## config.mk

```make
export PLATFORM = sky130hd
export DESIGN_NAME = bp_clint_responder
export DESIGN_NICKNAME = d
export VERILOG_FILES = /design/src/rtl/bp_clint_responder.sv
export SDC_FILE = /design/constraint.sdc
export NUM_CORES = 1
export LEC_CHECK = 0
export CAP_MARGIN = 20
export CORE_AREA = 5 5 201 203
export CTS_BUF_LIST = sky130_fd_sc_hd__clkbuf_4 sky130_fd_sc_hd__clkbuf_8
export CTS_CLUSTER_DIAMETER = 60
export DETAILED_ROUTE_END_ITERATION = 10
export DIE_AREA = 0 0 206 208
export PLACE_DENSITY = 0.55
export SETUP_SLACK_MARGIN = 0.3
export SYNTH_ARGS = -nofsm -noshare
export SYNTH_HDL_FRONTEND = slang
export SYNTH_SLANG_ARGS = --single-unit
```

## constraint.sdc

```tcl
create_clock -name clk_i -period 3.4 [get_ports clk_i]
set_clock_uncertainty 0.15 [all_clocks]
set_input_delay 0.68 -clock clk_i [delete_from_list [all_inputs] [get_ports clk_i]]
set_output_delay 0.68 -clock clk_i [all_outputs]
set_load 0.005 [all_outputs]
```

## src/rtl/bp_clint_responder.sv

```systemverilog
`default_nettype none
// ------------------------------------------------------------------------------
// bp_clint_responder: CLINT mipi/mtimecmp/mtime/plic responder with mtime, rev 1.0
// ------------------------------------------------------------------------------
module bp_clint_responder #(
  parameter int paddr_width_p = 40,
  parameter int data_width_p  = 64,
  parameter int rtc_div_p     = 8
) (
  input  logic                     clk_i,
  input  logic                     reset_i,
  input  logic                     cmd_v_i,
  output logic                     cmd_ready_o,
  input  logic [paddr_width_p-1:0] cmd_addr_i,
  input  logic                     cmd_we_i,
  input  logic                     cmd_size_i,
  input  logic [data_width_p-1:0]  cmd_data_i,
  output logic                     resp_v_o,
  input  logic                     resp_ready_i,
  output logic [data_width_p-1:0]  resp_data_o,
  output logic                     resp_err_o,
  output logic                     software_irq_o,
  output logic                     timer_irq_o,
  output logic                     external_irq_o
);

  localparam int                 c_div_w   = (rtc_div_p > 1) ? $clog2(rtc_div_p) : 1;
  localparam logic [c_div_w-1:0] c_div_max = c_div_w'(rtc_div_p - 1);

  localparam logic [19:0] c_off_mipi     = 20'h0_0000;
  localparam logic [19:0] c_off_mtimecmp = 20'h0_4000;
  localparam logic [19:0] c_off_plic     = 20'h0_B000;
  localparam logic [19:0] c_off_mtime    = 20'h0_BFF8;

  typedef enum logic [0:0] {
    e_idle = 1'b0,
    e_resp = 1'b1
  } state_e;

  state_e                  state_q, state_d;
  logic [data_width_p-1:0] resp_data_q, resp_data_d;
  logic                    resp_err_q, resp_err_d;
  logic [c_div_w-1:0]      div_q, div_d;
  logic [63:0]             mtime_q, mtime_d;
  logic [63:0]             mtimecmp_q, mtimecmp_d;
  logic                    mipi_q, mipi_d;
  logic                    plic_q, plic_d;
  logic                    timer_irq_q;

  logic [19:0] w_word;
  logic        w_sel_mipi, w_sel_mtimecmp, w_sel_plic, w_sel_mtime, w_mapped;
  logic        w_hi, w_accept, w_wr, w_tick, w_low_ok;
  logic [63:0] w_rd_full, w_rd_data;
  logic        w_unused;

  assign w_unused = ^{cmd_addr_i[paddr_width_p-1:20], cmd_addr_i[1:0]};

  // Size-4 store: replace only the addressed half, keep the other.
  function automatic logic [63:0] f_merge(input logic [63:0] old_v, input logic [63:0] wdata,
                                          input logic size8, input logic hi);
    if (size8)   return wdata;
    else if (hi) return {wdata[31:0], old_v[31:0]};
    else         return {old_v[63:32], wdata[31:0]};
  endfunction

  assign w_word         = {cmd_addr_i[19:3], 3'b000};
  assign w_hi           = cmd_addr_i[2];
  assign w_sel_mipi     = (w_word == c_off_mipi);
  assign w_sel_mtimecmp = (w_word == c_off_mtimecmp);
  assign w_sel_plic     = (w_word == c_off_plic);
  assign w_sel_mtime    = (w_word == c_off_mtime);
  assign w_mapped       = w_sel_mipi | w_sel_mtimecmp | w_sel_plic | w_sel_mtime;

  assign w_accept = cmd_v_i & (state_q == e_idle);
  assign w_wr     = w_accept & cmd_we_i;
  assign w_low_ok = cmd_size_i | ~w_hi;

  always_comb begin
    w_rd_full = '0;
    if (w_sel_mipi)          w_rd_full = {63'b0, mipi_q};
    else if (w_sel_plic)     w_rd_full = {63'b0, plic_q};
    else if (w_sel_mtimecmp) w_rd_full = mtimecmp_q;
    else if (w_sel_mtime)    w_rd_full = mtime_q;
  end

  assign w_rd_data = cmd_size_i ? w_rd_full
                                : {32'b0, (w_hi ? w_rd_full[63:32] : w_rd_full[31:0])};

  assign w_tick = (div_q == c_div_max);
  assign div_d  = w_tick ? '0 : div_q + 1'b1;

  // An mtime store overrides a coincident tick; the divider keeps running.
  always_comb begin
    mtime_d    = w_tick ? mtime_q + 64'd1 : mtime_q;
    mtimecmp_d = mtimecmp_q;
    mipi_d     = mipi_q;
    plic_d     = plic_q;
    if (w_wr && w_sel_mtime)    mtime_d    = f_merge(mtime_q, cmd_data_i, cmd_size_i, w_hi);
    if (w_wr && w_sel_mtimecmp) mtimecmp_d = f_merge(mtimecmp_q, cmd_data_i, cmd_size_i, w_hi);
    if (w_wr && w_sel_mipi && w_low_ok) mipi_d = cmd_data_i[0];
    if (w_wr && w_sel_plic && w_low_ok) plic_d = cmd_data_i[0];
  end

  always_comb begin
    state_d     = state_q;
    resp_data_d = resp_data_q;
    resp_err_d  = resp_err_q;
    cmd_ready_o = 1'b0;
    resp_v_o    = 1'b0;
    case (state_q)
      e_idle: begin
        cmd_ready_o = 1'b1;
        if (w_accept) begin
          state_d     = e_resp;
          resp_data_d = (cmd_we_i || !w_mapped) ? '0 : w_rd_data;
          resp_err_d  = ~w_mapped;
        end
      end
      e_resp: begin
        resp_v_o = 1'b1;
        if (resp_ready_i) state_d = e_idle;
      end
      default: state_d = e_idle;
    endcase
  end

  always_ff @(posedge clk_i) begin
    if (reset_i) begin
      state_q     <= e_idle;
      resp_data_q <= '0;
      resp_err_q  <= 1'b0;
      div_q       <= '0;
      mtime_q     <= '0;
      mtimecmp_q  <= '1;
      mipi_q      <= 1'b0;
      plic_q      <= 1'b0;
      timer_irq_q <= 1'b0;
    end else begin
      state_q     <= state_d;
      resp_data_q <= resp_data_d;
      resp_err_q  <= resp_err_d;
      div_q       <= div_d;
      mtime_q     <= mtime_d;
      mtimecmp_q  <= mtimecmp_d;
      mipi_q      <= mipi_d;
      plic_q      <= plic_d;
      timer_irq_q <= (mtime_q >= mtimecmp_q);
    end
  end

  assign resp_data_o    = resp_data_q;
  assign resp_err_o     = resp_err_q;
  assign software_irq_o = mipi_q;
  assign external_irq_o = plic_q;
  assign timer_irq_o    = timer_irq_q;

endmodule
`default_nettype wire

```

==> results of run 1 <==
## state kept, by name, summed over array words and instances, names as in the netlist
name	flops
div_q	3
mtime_q	64
software_irq_o	1
state_q	1
external_irq_o	1
mtimecmp_q	64
resp_data_o	64
timer_irq_o	1
resp_err_o	1
## report_power, final
group | leakage, nW | internal [mW] | switching, mW | total (mW)
sequential | 1.61 | 2.35 | 0.00574 | 2.35
combinational | 4.41 | 0.173 | 0.221 | 0.394
clock | 0.195 | 0.619 | 0.968 | 1.59
## cell type report
class                           count  area, um^2
Tap cell                          518         648
Timing Repair Buffer              289        2730
Fill cell                        3944       23500
Multi-Input combinational cell   1051        6710
Sequential cell                   200        4010
Inverter                           80         300
Clock buffer                       19         249
Clock inverter                     13         133
## synth_stat cells (3+ instances only)
| cell type | n |
|---|---|
| dfxtp_1 | 200 |
| mux2i_1 | 10 |
| o21ai_0 | 85 |
| a21oi_1 | 81 |
| a221oi_1 | 33 |
| a311oi_1 | 5 |
| nor3_1 | 31 |
| and3_1 | 21 |
| nand2_1 | 204 |
| o41ai_1 | 3 |
| a22oi_1 | 61 |
| inv_1 | 79 |
| nand2b_1 | 4 |
| a21o_1 | 12 |
| and4_2 | 3 |
| xor2_1 | 6 |
| clkbuf_8 | 4 |
| or4_1 | 5 |
| buf_1 | 4 |
| a31oi_1 | 12 |
| mux2_2 | 3 |
| a22o_1 | 3 |
| a31o_2 | 3 |
| and4_1 | 5 |
| ha_1 | 67 |
| o21ai_1 | 4 |
| and3_2 | 5 |
| nand3_1 | 40 |
| o211ai_1 | 63 |
| o31ai_1 | 34 |
| xnor2_1 | 9 |
| nand4_1 | 33 |
| clkbuf_1 | 83 |
| or2_2 | 4 |
| and2_1 | 41 |
| nor4_1 | 14 |
| o21bai_1 | 3 |
| nor2_1 | 78 |
| a211oi_1 | 25 |
## worst max-delay path, stage by stage
cell and delay, ps:
clkdlybuf4s50_1 440, or4_4 590, or4_4 550, o21ai_4 230, buf_4 180, buf_4 150, o21ai_0 120, o21ai_0 110
a21oi_1 100, a211oi_2 200
## cell families (layout without fill, tap and decap cells)
group           after synthesis  count (layout)  share of synthesized area
buf+inv                     174             401                     0.0627
compound gates              448             448                      0.267
simple gates                508             508                      0.219
xor+xnor                     15              15                     0.0116
flops                       200             200                      0.354
fa+ha+maj                    67              67                     0.0741
mux                          13              13                     0.0118
## metrics by stage
stage | setup TNS, ps | utilization | power, mW
final | 0 | 0.386 | 4.33
after CTS | 0 | 0.385 | 4.38
after global placement | -6140 | 0.374 | 2.80
after floorplan | 0 | - | 2.55
after detailed placement | -6770 | 0.374 | 2.80
after global routing | 0 | 0.386 | 4.50
## repair_timing
action                     CTS  global route
pin swaps                    0             4
setup endpoints to repair    6            15
buffers inserted             0             1
gates resized for setup      3             8
## per-layer routing
metal	global-route usage	wire length, um
met1	0.301	21300
met2	0.309	19300
met3	0.0357	3280
met4	0.0704	1560
met5	0	0
## worst max-delay path by stage
stage                       startpoint  depth (start not counted)                           end
6_report                cmd_addr_i[16]                         10      mtime_q[29]$_SDFFE_PP0P_
5_1_grt                 cmd_addr_i[14]                          9  resp_data_o[18]$_SDFFE_PP0P_
4_1_cts        mtime_q[7]$_SDFFE_PP0P_                          7      mtime_q[63]$_SDFFE_PP0P_
3_5_place_dp            cmd_addr_i[16]                          9      mtime_q[38]$_SDFFE_PP0P_
3_3_place_gp            cmd_addr_i[16]                         10      mtime_q[29]$_SDFFE_PP0P_
2_1_floorplan           cmd_addr_i[16]                          6      mtime_q[34]$_SDFFE_PP0P_
==> results_dict.tcl, run 1 <==
set metrics [dict create \
    status "finished, final reports clean" \
    htree_levels 4 \
    ctsLongestPathBuffers 2 \
    ys_types 75 \
    post-route-min-period_ps 3090 \
    worstPathRequired_ps 3660 \
    hold_path.class "reg -> reg" \
    ant_nets 0 \
    worstHoldPathCells 1 \
    netlist.area_leader.share 0.354 \
    holdPathEnd "div_q[0]$_SDFF_PP0_" \
    synth_area_leaders "dfxtp_1 35%, ha_1 7.4%, nand2_1 6.8%" \
    drive_above_1_share 0.131 \
    fmax_mhz 324 \
    hold_start "div_q[0]$_SDFF_PP0_" \
    synth_seq_cells 200 \
    final_cell_mix "203 x nand2_1, 199 x dfxtp_1, 156 x clkdlybuf4s50_1, 118 x buf_4, 85 x o21ai_0" \
    grt_pass1_vias 11197 \
    fp.dieArea_mm2 0.0428 \
    final_nets 1816 \
    hold_viol_final 0 \
    grt-ovfl-total 0 \
    synth_ff_type "dfxtp_1" \
    drtIter0Drc 1054 \
    pin_count 180 \
    setup_viol_count_final 0 \
    syn-num-nets 1602 \
    coreArea_mm2 0.0383 \
    reg2reg_from "mtime_q[7]$_SDFFE_PP0P_" \
    worstPathArrival_ps 3350 \
    worstRegToRegCells 7 \
    avgRoutedWirePerCell_um 20.9 \
    cts_root_buffer "clkbuf_8" \
    cts_tree "built" \
    fp-row-count 72 \
    grt_pass1_wl_um 69100 \
    power_density_mw_per_mm2 293 \
    rsz0062_at_grt "yes" \
    vias 11863 \
    fin_area_mm2 0.0148 \
    wl_um 45400 \
    placed_area_mm2 0.0143 \
    placedCellCount 2137 \
    post-route-drc-count 0 \
    min_period_over_period 0.909 \
    avgSynthCellArea_um2 7.94 \
    place_ws_ps -250 \
    firstDrtPassIters 5 \
    hold_ws_ps 309 \
    worst_slack_ps 311 \
    cts_buffers 17 \
    die_w_um 206 \
    die_h_um 208 \
    yosysWarnings 0 \
    port_buffers 157 \
    gr-usage-all-layers 0.207 \
    worstPathMaxFanout 6 \
    insertion_delay_ps 490 \
    instances_no_fill 2170 \
    grt_max_degree 68 \
    antenna_found_initial 0 \
    netlist_area_mm2 0.0113 \
    viasPerCell 5.47 \
    start_util 0.296 \
    drv_cap 0 \
    postCtsHoldBufs 0 \
    p_leak_nw 6.22 \
    yosysSeqAreaShare 0.354 \
    diodes 0 \
    cp-end-kind "flip-flop" \
    gp_congestion 0.928 \
    syn_inst 1425 \
    dp_hpwl_um 34000 \
    clk_pin_slew_ps 110 \
    cp-start-kind "input pin" \
    reg2reg_to "mtime_q[47]$_SDFFE_PP0P_" \
    vdd_drop_max_uv 238 \
    tightest_slew_ps 702 \
    slew_viol_final 0 \
    synth_async_sr_flop_share 0 \
    area_growth_syn_to_layout_pct 30.6 \
    crit_type "in -> reg" \
    rrSetupSlack_ps 400 \
    final_common_cell "nand2_1" \
    synth_edf_count 0 \
    yosys.area.top_type "dfxtp_1" \
    cts.sinks 200 \
    maxSlewHeadroom 0.527 \
]
No activity file was read; power rests on OpenSTA's default activity.
==> run 2: changes to the inputs <==
REMOVE_ABC_BUFFERS = 1   (was default)
SETUP_SLACK_MARGIN = default   (was 0.3)
==> run 2 against run 1 <==
Net effect: sequential power is essentially flat; setup slack lost 100 ps; utilization shrank 0.41 points; global-route usage shrank 0.99 points; final cell count shrank 0.51%; critical path depth shrank 3; clock power is essentially flat.
==> results_dict.tcl, run 2 (synthesis gave the netlist of run 1 again) <==
set metrics [dict create \
    p_leak_nw 6.11 \
    ctsLongestPathBuffers 2 \
    hold_viol_final 0 \
    worstPathArrival_ps 3480 \
    post-route-min-period_ps 3190 \
    cts_tree "built" \
    maxSlewHeadroom 0.522 \
    dp_hpwl_um 31900 \
    hold_start "div_q[0]$_SDFF_PP0_" \
    setup_viol_count_final 0 \
    cts_setup_buffers 0 \
    slew_viol_final 0 \
    final_common_cell "nand2_1" \
    vdd_drop_max_uv 220 \
    instances_no_fill 2159 \
    pin_count 180 \
    grt_pass1_wl_um 66700 \
    placedCellCount 2127 \
    cp-end-kind "flip-flop" \
    crit_start "mtime_q[7]$_SDFFE_PP0P_" \
    vias 11791 \
    hold_path.class "reg -> reg" \
    reg2reg_from "mtime_q[7]$_SDFFE_PP0P_" \
    worstPathMaxFanout 6 \
    htree_levels 4 \
    cp-start-kind "flip-flop" \
    grt_pass1_vias 11396 \
    placed_area_mm2 0.0142 \
    avgRoutedWirePerCell_um 20.0 \
    ant_nets 0 \
    start_util 0.296 \
    die_h_um 208 \
    grt-ovfl-total 0 \
    fp.dieArea_mm2 0.0428 \
    cts_root_buffer "clkbuf_8" \
    insertion_delay_ps 500 \
    worst_slack_ps 207 \
    fin_area_mm2 0.0146 \
    rsz0062_at_grt "no" \
    finish.utilization 0.382 \
    wl_um 43200 \
    post-route-drc-count 0 \
    final_cell_mix "203 x nand2_1, 200 x dfxtp_1, 155 x clkdlybuf4s50_1, 106 x buf_4, 85 x o21ai_0" \
    antenna_found_initial 1 \
    worstPathRequired_ps 3680 \
    grt_max_degree 64 \
    fmax_mhz 313 \
    fill_cells 3998 \
    drv_cap 0 \
    drtIter0Drc 924 \
    viasPerCell 5.46 \
    cts_resized 0 \
    min_period_over_period 0.939 \
    cts_buffers 17 \
    fp-row-count 72 \
    worstRegToRegCells 7 \
    drive_above_1_share 0.119 \
    coreArea_mm2 0.0383 \
    area_growth_syn_to_layout_pct 29.2 \
    port_buffers 157 \
    final_nets 1805 \
    tightest_slew_ps 717 \
    place_ws_ps -258 \
    clk_pin_slew_ps 120 \
    diodes 0 \
    power_density_mw_per_mm2 293 \
    postCtsHoldBufs 0 \
    gr-usage-all-layers 0.197 \
    gp_congestion 0.876 \
    die_w_um 206 \
    crit_type "reg -> reg" \
    cts.sinks 200 \
    status "finished, final reports clean" \
    firstDrtPassIters 5 \
    worstHoldPathCells 1 \
]
run 2: final timing paths:
path	end	slack, ps
hold reg to reg	div_q[0]$_SDFF_PP0_	300
setup / recovery	mtime_q[63]$_SDFFE_PP0P_	210
hold / removal	div_q[0]$_SDFF_PP0_	300
setup reg to reg	mtime_q[63]$_SDFFE_PP0P_	210
run 2: metal layers:
layer	vias to the layer above	part of all wire	global-route usage
met5	-	0.00025	0
met1	5658	0.47	0.280
li1	5650	-	-
met2	420	0.44	0.302
met3	61	0.066	0.0374
met4	2	0.024	0.0629
run 2: stage by stage:
step / TNS [ps] / total power, mW / hold slack (ps)
4_1_cts: 0 / 4.34 / 298
6_report: 0 / 4.29 / 297
3_3_place_gp: -3580 / 2.77 / 272
2_1_floorplan: -249060 / 2.53 / 253
3_5_place_dp: -5200 / 2.77 / 278
5_1_grt: 0 / 4.46 / 305
run 2: power by group:
| group | internal (mW) | switching [mW] |
|---|---|---|
| clock | 0.599 | 0.976 |
| sequential | 2.35 | 0.00599 |
| combinational | 0.162 | 0.199 |
| total | 3.11 | 1.18 |
run 2: layout make-up:
type / instances / area (um^2) / area share
multi-input cells: 1051 / 6640 / 0.454
clock buffers: 21 / 289 / 0.0198
inverters: 80 / 300 / 0.0205
clock inverters: 11 / 86.3 / 0.00590
well taps: 518 / 648 / 0.0443
repair buffers: 278 / 2660 / 0.182
flip-flops and latches: 200 / 4000 / 0.274
run 2: critical path, stage by stage (launching register included):
cell	delay [ps]
dfxtp_1	470
nand4_2	210
or4_1	610
or4_4	610
nor4_4	320
nand4_1	160
or4_1	420
a31oi_1	170
==> run 3: changes to the inputs <==
CTS_CLUSTER_DIAMETER = 80   (was 60)
==> results of run 3 <==
No change in the layout: final DEF, timing and power equal those of run 2.
